File: src/rtl/openhw_ahb_pkg.sv
// Shared AHB-Lite encodings and bus-controller state for the cache/LSU bus master.
package openhw_ahb_pkg;

   typedef enum logic [1:0] {
      HT_IDLE   = 2'b00,
      HT_BUSY   = 2'b01,
      HT_NONSEQ = 2'b10,
      HT_SEQ    = 2'b11
   } htrans_t;

   localparam logic [2:0] HB_SINGLE = 3'b000;
   localparam logic [2:0] HB_INCR   = 3'b001;
   localparam logic [2:0] HB_WRAP4  = 3'b010;
   localparam logic [2:0] HB_INCR4  = 3'b011;
   localparam logic [2:0] HB_WRAP8  = 3'b100;
   localparam logic [2:0] HB_INCR8  = 3'b101;
   localparam logic [2:0] HB_WRAP16 = 3'b110;
   localparam logic [2:0] HB_INCR16 = 3'b111;

   typedef enum logic [2:0] {
      ADR_PHASE,
      DATA_PHASE,
      MEM3,
      CACHE_FETCH,
      CACHE_WRITEBACK,
      ERR
   } busstate_t;

   // Two-beat lines have no WRAP2 encoding, so they fall back to undefined-length INCR.
   function automatic logic [2:0] burst_type(input int beats, input bit wrap_en);
      case (beats)
         2:       return HB_INCR;
         4:       return wrap_en ? HB_WRAP4  : HB_INCR4;
         8:       return wrap_en ? HB_WRAP8  : HB_INCR8;
         16:      return wrap_en ? HB_WRAP16 : HB_INCR16;
         default: return HB_SINGLE;
      endcase
   endfunction

endpackage

File: src/rtl/openhw_beatcounter.sv
// Beat counter for cache bursts: address-phase and data-phase counts plus the
// latched start beat, combined into wrapped beat indices.
module openhw_beatcounter #(
   parameter int BEATS = 4,
   parameter int LOGB  = 2
) (
   input  logic            clk,
   input  logic            rst,
   input  logic            load,
   input  logic            adv,
   input  logic            clr,
   input  logic [LOGB-1:0] start_in,
   output logic [LOGB-1:0] beat_index,
   output logic [LOGB-1:0] beat_index_dly,
   output logic            last
);

   localparam logic [LOGB-1:0] MASK = LOGB'(BEATS - 1);

   logic [LOGB-1:0] start_q;
   logic [LOGB-1:0] cnt;
   logic [LOGB-1:0] dcnt;
   logic [LOGB-1:0] start_now;

   // Loading means beat 0 of a new burst is accepted this cycle, so the
   // address count moves straight to 1 while the data count restarts at 0.
   always_ff @(posedge clk or posedge rst) begin
      if (rst) begin
         start_q <= '0;
         cnt     <= '0;
         dcnt    <= '0;
      end else if (load) begin
         start_q <= start_in;
         cnt     <= LOGB'(1) & MASK;
         dcnt    <= '0;
      end else if (clr) begin
         start_q <= '0;
         cnt     <= '0;
         dcnt    <= '0;
      end else if (adv) begin
         cnt     <= (cnt + LOGB'(1)) & MASK;
         dcnt    <= cnt;
      end
   end

   assign start_now      = load ? start_in : start_q;
   assign beat_index     = (start_now + cnt) & MASK;
   assign beat_index_dly = (start_q + dcnt) & MASK;
   assign last           = (dcnt == MASK);

endmodule

File: src/rtl/openhw_busburstfsm.sv
// AHB-Lite master controller: uncached single transfers and cache-line bursts
// (critical-word-first WRAP or INCR), back-to-back pipelining and error termination.
module openhw_busburstfsm
   import openhw_ahb_pkg::*;
#(
   parameter int BEATS           = 4,
   parameter int LOGB            = (BEATS > 1) ? $clog2(BEATS) : 1,
   parameter bit WRAP_EN         = 1'b1,
   parameter bit BURST_EN        = 1'b1,
   parameter bit READ_ONLY_CACHE = 1'b0
) (
   input  logic            HCLK,
   input  logic            HRESET,
   input  logic            Stall,
   input  logic            Flush,
   input  logic [1:0]      BusRW,
   input  logic [1:0]      CacheBusRW,
   input  logic [LOGB-1:0] CritBeat,
   input  logic            HREADY,
   input  logic            HRESP,
   output logic [1:0]      HTRANS,
   output logic            HWRITE,
   output logic [2:0]      HBURST,
   output logic [LOGB-1:0] BeatIndex,
   output logic [LOGB-1:0] BeatIndexDelayed,
   output logic            SelBusBeat,
   output logic            CaptureEn,
   output logic            CacheBusAck,
   output logic            BusErr,
   output logic            BusStall,
   output logic            BusCommitted
);

   localparam logic [2:0] HB      = BURST_EN ? burst_type(BEATS, WRAP_EN) : HB_SINGLE;
   localparam htrans_t    BURST_T = BURST_EN ? HT_SEQ : HT_NONSEQ;

   busstate_t       state, next;
   htrans_t         ht;
   logic            err_q;
   logic            err_cache;
   logic            load, adv, clr, last;
   logic            go, pend, in_burst;
   logic [LOGB-1:0] start_in;

   assign start_in = WRAP_EN ? CritBeat : '0;
   // Reset is folded into the start condition so nothing is issued while it is held.
   assign go       = HREADY & ~Flush & ~HRESET;
   assign pend     = |CacheBusRW;
   assign in_burst = (state == CACHE_FETCH) | (state == CACHE_WRITEBACK);

   openhw_beatcounter #(.BEATS(BEATS), .LOGB(LOGB)) u_cnt (
      .clk            (HCLK),
      .rst            (HRESET),
      .load           (load),
      .adv            (adv),
      .clr            (clr),
      .start_in       (start_in),
      .beat_index     (BeatIndex),
      .beat_index_dly (BeatIndexDelayed),
      .last           (last)
   );

   always_ff @(posedge HCLK or posedge HRESET) begin
      if (HRESET) begin
         state     <= ADR_PHASE;
         err_q     <= 1'b0;
         err_cache <= 1'b0;
      end else begin
         state <= next;
         err_q <= ((state == ERR) & (next == MEM3)) | ((state == MEM3) & (next == MEM3) & err_q);
         if ((next == ERR) && (state != ERR)) err_cache <= in_burst;
      end
   end

   always_comb begin
      next        = state;
      ht          = HT_IDLE;
      HWRITE      = 1'b0;
      HBURST      = HB_SINGLE;
      CaptureEn   = 1'b0;
      CacheBusAck = 1'b0;
      BusErr      = 1'b0;
      BusStall    = 1'b0;
      SelBusBeat  = 1'b0;
      load        = 1'b0;
      adv         = 1'b0;
      clr         = 1'b0;
      case (state)
         ADR_PHASE: begin
            SelBusBeat = (BusRW[0] | CacheBusRW[0]) & ~HRESET;
            BusStall   = ((|BusRW) | pend) & ~Flush & ~HRESET;
            if (go & (|BusRW)) begin
               next   = DATA_PHASE;
               ht     = HT_NONSEQ;
               HWRITE = BusRW[0];
            end else if (go & pend) begin
               next   = CacheBusRW[0] ? CACHE_WRITEBACK : CACHE_FETCH;
               ht     = HT_NONSEQ;
               HWRITE = CacheBusRW[0];
               HBURST = HB;
               load   = 1'b1;
            end
         end
         DATA_PHASE: begin
            BusStall   = 1'b1;
            SelBusBeat = BusRW[0];
            CaptureEn  = BusRW[1] & HREADY;
            if (HREADY & ~HRESP)      next = MEM3;
            else if (HRESP & ~HREADY) next = ERR;
         end
         MEM3: begin
            BusErr = err_q;
            if (Flush | ~Stall) next = ADR_PHASE;
         end
         CACHE_FETCH, CACHE_WRITEBACK: begin
            SelBusBeat = 1'b1;
            BusStall   = ~(HREADY & last);
            CaptureEn  = (state == CACHE_FETCH) & HREADY & ~HRESP;
            if (~last) begin
               ht     = BURST_T;
               HWRITE = (state == CACHE_WRITEBACK);
               HBURST = HB;
            end
            if (HRESP & ~HREADY) begin
               next = ERR;
            end else if (HREADY & ~last) begin
               adv = 1'b1;
            end else if (HREADY) begin
               CacheBusAck = 1'b1;
               // Next line request overlaps the final data beat: no IDLE gap.
               if (pend) begin
                  ht     = HT_NONSEQ;
                  HWRITE = CacheBusRW[0];
                  HBURST = HB;
                  load   = 1'b1;
                  next   = CacheBusRW[0] ? CACHE_WRITEBACK : CACHE_FETCH;
               end else begin
                  clr  = 1'b1;
                  next = ADR_PHASE;
               end
            end
         end
         ERR: begin
            SelBusBeat = 1'b1;
            BusStall   = 1'b1;
            if (HREADY) begin
               BusErr = 1'b1;
               clr    = 1'b1;
               if (err_cache) begin
                  CacheBusAck = 1'b1;
                  next        = ADR_PHASE;
               end else begin
                  next = MEM3;
               end
            end
         end
         default: next = ADR_PHASE;
      endcase
   end

   assign HTRANS       = ht;
   assign BusCommitted = (state != ADR_PHASE) & ~(READ_ONLY_CACHE & (state == MEM3));

endmodule

File: config.mk
export PLATFORM = sky130hd
export DESIGN_NAME = openhw_busburstfsm
export DESIGN_NICKNAME = d
export VERILOG_FILES = /design/src/rtl/openhw_ahb_pkg.sv /design/src/rtl/openhw_beatcounter.sv /design/src/rtl/openhw_busburstfsm.sv
export SDC_FILE = /design/constraint.sdc
export NUM_CORES = 1
export LEC_CHECK = 0
export BUFFER_PORTS_ARGS = -buffer_cell sky130_fd_sc_hd__clkbuf_2
export CORE_MARGIN = 1.5
export CORE_UTILIZATION = 46
export DETAILED_ROUTE_END_ITERATION = 8
export PLACE_DENSITY_LB_ADDON = 0.2
export SLEW_MARGIN = 5
export SYNTH_ARGS = -nofsm -noshare
export SYNTH_HDL_FRONTEND = slang
export SYNTH_SLANG_ARGS = --single-unit
File: constraint.sdc
create_clock -name HCLK -period 3.35 [get_ports HCLK]
set_clock_uncertainty 0.2 [all_clocks]
set_input_delay 0.8375 -clock HCLK [delete_from_list [all_inputs] [get_ports HCLK]]
set_output_delay 0.8375 -clock HCLK [all_outputs]
set_load 0.01 [all_outputs]
==> reports/qor.yml <==
grt_pass1_vias: 1045
htree_num_levels: 1
cellPowerDensity_nw_per_um2: 772.1
synth_warnings: 0
synth_adder_area_share_pct: 2.451
synth.area.mux_share_pct: 3.064
syn-instance-count: 121
io_buffer_count: 25
yosys.area.top_type: "sky130_fd_sc_hd__dfrtp_1"
rsz0062_at_grt: "true"
drc: 0
fin_nets: 180
final.min_clock_period_ps: 3541
violations_in_the_final_reports: "setup timing"
endpoint: "BeatIndex[1]"
ys_ff_latch: 11
timing.critical_path.from: "Flush"
tritoncts.num_buffers: 3
total_leakage_power_uw: 0.0006525
max_clock_freq_mhz: 282.4
fp-row-count: 16
setup.worst_path.class: "in2out"
grt_start_max_net_pins: 14
mostFrequentLayoutCell: "sky130_fd_sc_hd__clkbuf_2"
totalWireLength_um: 2642
clk_path_buf_depth: 2
timing.rr.start: "state[1]"
most_used_cells_in_the_layout_excluding_fill_and_tap_cells: "22 x sky130_fd_sc_hd__clkbuf_2, 20 x sky130_fd_sc_hd__buf_4, 12 x sky130_fd_sc_hd__nand2_1"
synthTopCellsByArea: "sky130_fd_sc_hd__dfrtp_1 27%, sky130_fd_sc_hd__o21ai_0 4.9%, sky130_fd_sc_hd__nand2_1 4.4%, sky130_fd_sc_hd__nor2_1 4.0%, sky130_fd_sc_hd__nand3_1 3.9%"
portion_of_total_power_attributed_to_combinational_logic_pct: 65.5
timing.rr.end: "err_q"
synthXorXnorAreaFrac_pct: 4.289
seq_area_frac_synth_pct: 26.96
netlist_area_um2: 1021
global_route.overflow_total: 0
synth_top_cell_area_share_pct: 26.96
critPathLaunchType: "input pin"
power.clock.fraction_pct: 9.0
insertion_delay_ps: 270
cp_slowest_cell: "sky130_fd_sc_hd__nor4_4"
final_antenna_net_count: 0
critPathCaptureType: "output pin"
critical_path.cell_chain: "buf_8, nor4_4, nand3_4, a21oi_4, mux2_4, ha_4, xor2_2, xnor2_1, buf_2"
vias_per_cell: 5.630
worst-endpoint-arrival_ps: 2500
dominant_combinational_cell_family_by_area_after_synthesis: "simple AND/OR/NAND/NOR gates"
clk_transition_reported_paths_ps: 70
grt_pass1_wl_um: 4547
max_cap_violations: 0
drt-initial-drc-count: 26
route.detailed.wl_per_inst_um: 13.76
switching_share_pct: 45.62
post_synth.cell_area_avg_um2: 8.438
final.fill_count: 179
dieArea_um2: 2511
diodes: 0
dpl_worst_slack_ps: -199.9
post-route-period-util_pct: 105.7
synth_compound_area_share_pct: 26.59
clock_sinks: 11
run_status: "finished, violations left"
whs_ps: 339.4
clock_tree.root_cell: "sky130_fd_sc_hd__clkbuf_4"
finalHoldViolCount: 0
internal_power_uw: 565.9
dieWidth_um: 50.11
worstHoldPathType: "reg2reg"
total_setup_violations_reported_at_the_end_of_the_flow: 1
dpl_cell_area_um2: 1290
grt_util_all_layers_pct: 23.54
r2r_slack_ps: 1340
antenna_found_initial: 0
simple_gate_share_of_the_synthesized_area_pct: 27.82
ioPinCount: 28
place.gp.congestion: 0.8707
tritoncts: "built"
worst_path_largest_cell_delay_ps: 350
totalPowerFinal_uw: 1040
switchingPower_uw: 474.6
final.setup.tns_ps: -191.3
worst-endpoint-required_ps: 2310
slew_viol_final: 0
sequentialPowerShare_pct: 25.5
postLayoutCellArea_um2: 1348
final_critical_path_setup_slack_ps: -191.3
worst_vdd_rail_ir_drop_mv: 0.6021
drive_above_1_share_pct: 39.39
dr_total_vias: 1081
synth_cell_type_count: 46
drt_pre_antenna_iters: 4
die_y_um: 50.11
critPathMaxFanout: 2
hpwl_um: 2120
area_growth_syn_to_layout_pct: 31.99
initial_utilization_pct: 50.50
reg2regPathDepth: 6
core-area_um2: 2022
-- cells by family after synthesis --
| kind of cell | after synthesis |
|---|---|
| AND/OR/NAND/NOR | 47 |
| buffers and inverters | 15 |
| flip-flops | 11 |
| other | 1 |
| multiplexers | 3 |
| adder cells (fa/ha/maj) | 2 |
| XOR/XNOR | 5 |
| AO/OA/AOI/OAI | 37 |
-- flip-flops by register name, indices dropped and copies added (netlist names) --
signal	cells
err_q	1
u_cnt.cnt	2
u_cnt.start_q	2
err_cache	1
state	3
u_cnt.dcnt	2
-- what timing repair did --
action / 4_1_cts / 5_1_grt
setup endpoints to repair: 1 / 2
setup buffers: 0 / 1
pin swaps: 0 / 4
hold buffers: 0 / 0
gates resized for setup: 0 / 8
cloned: 0 / 0
-- power groups by stage --
stage	Sequential [uW]	Clock, uW	Combinational (uW)
floorplan	230	0	480
global placement	267	0	652
detailed placement	267	0	657
CTS	263	95.3	663
global route	279	102	751
finish	265	93.4	682
-- per-stage QoR --
| stage | cells | util [%] |
|---|---|---|
| global placement | 187 | 63.80 |
| finish | 192 | 66.65 |
| global route | 192 | 66.65 |
| detailed placement | 187 | 63.80 |
| CTS | 191 | 65.10 |
| floorplan | 122 | - |
-- how the worst min path moves through the flow --
stage,start,to,slack (ps),cells past startpoint
2_1_floorplan,err_cache,err_cache,290,1
3_3_place_gp,u_cnt.start_q[0],u_cnt.start_q[0],320,1
3_5_place_dp,u_cnt.start_q[0],u_cnt.start_q[0],330,1
4_1_cts,u_cnt.start_q[0],u_cnt.start_q[0],340,1
5_1_grt,err_cache,err_cache,350,1
6_report,u_cnt.start_q[0],u_cnt.start_q[0],340,1
-- routing by layer --
layer	wire length, um	part of all wire, %	global-route usage, %
met5	0	0	0
met4	21	0.79	7.407
met3	154	5.8	7.576
met2	1281	48	36.84
met1	1185	45	30.45
-- worst max-delay path: cells and delay by family --
family          cells  cell delay, ps
xor+xnor            2             280
fa+ha+maj           1             170
simple gates        2             470
buf+inv             2             240
compound gates      1             180
mux                 1             330
-- synthesized netlist by cell type, drive strengths merged --
master,n
o22a,1
mux2,1
o21ai,12
a2111oi,1
o211ai,3
nor4bb,1
nand4,2
o31ai,1
a221o,1
nor4,1
a21oi,6
and3,1
nor3b,1
and3b,1
nor3,2
nand3,9
buf,6
o22ai,1
inv,9
dfrtp,11
ha,2
or2,2
nor2b,3
conb,1
xor2,2
a32oi,1
o211a,1
nand2,12
a32o,1
or3,1
a22o,2
a31oi,2
mux2i,2
nor2,11
a21o,3
a22oi,1
xnor2,3
-- cell type report --
cell class | count | area (um^2) | area share, %
clock buffers | 4 | 26.28 | 1.950
inverters | 9 | 33.78 | 2.507
multi-input cells | 96 | 686.9 | 50.98
flip-flops and latches | 11 | 275.3 | 20.43
well taps | 27 | 33.78 | 2.507
repair buffers | 45 | 291.5 | 21.63
(Power assumes the default switching activity.)
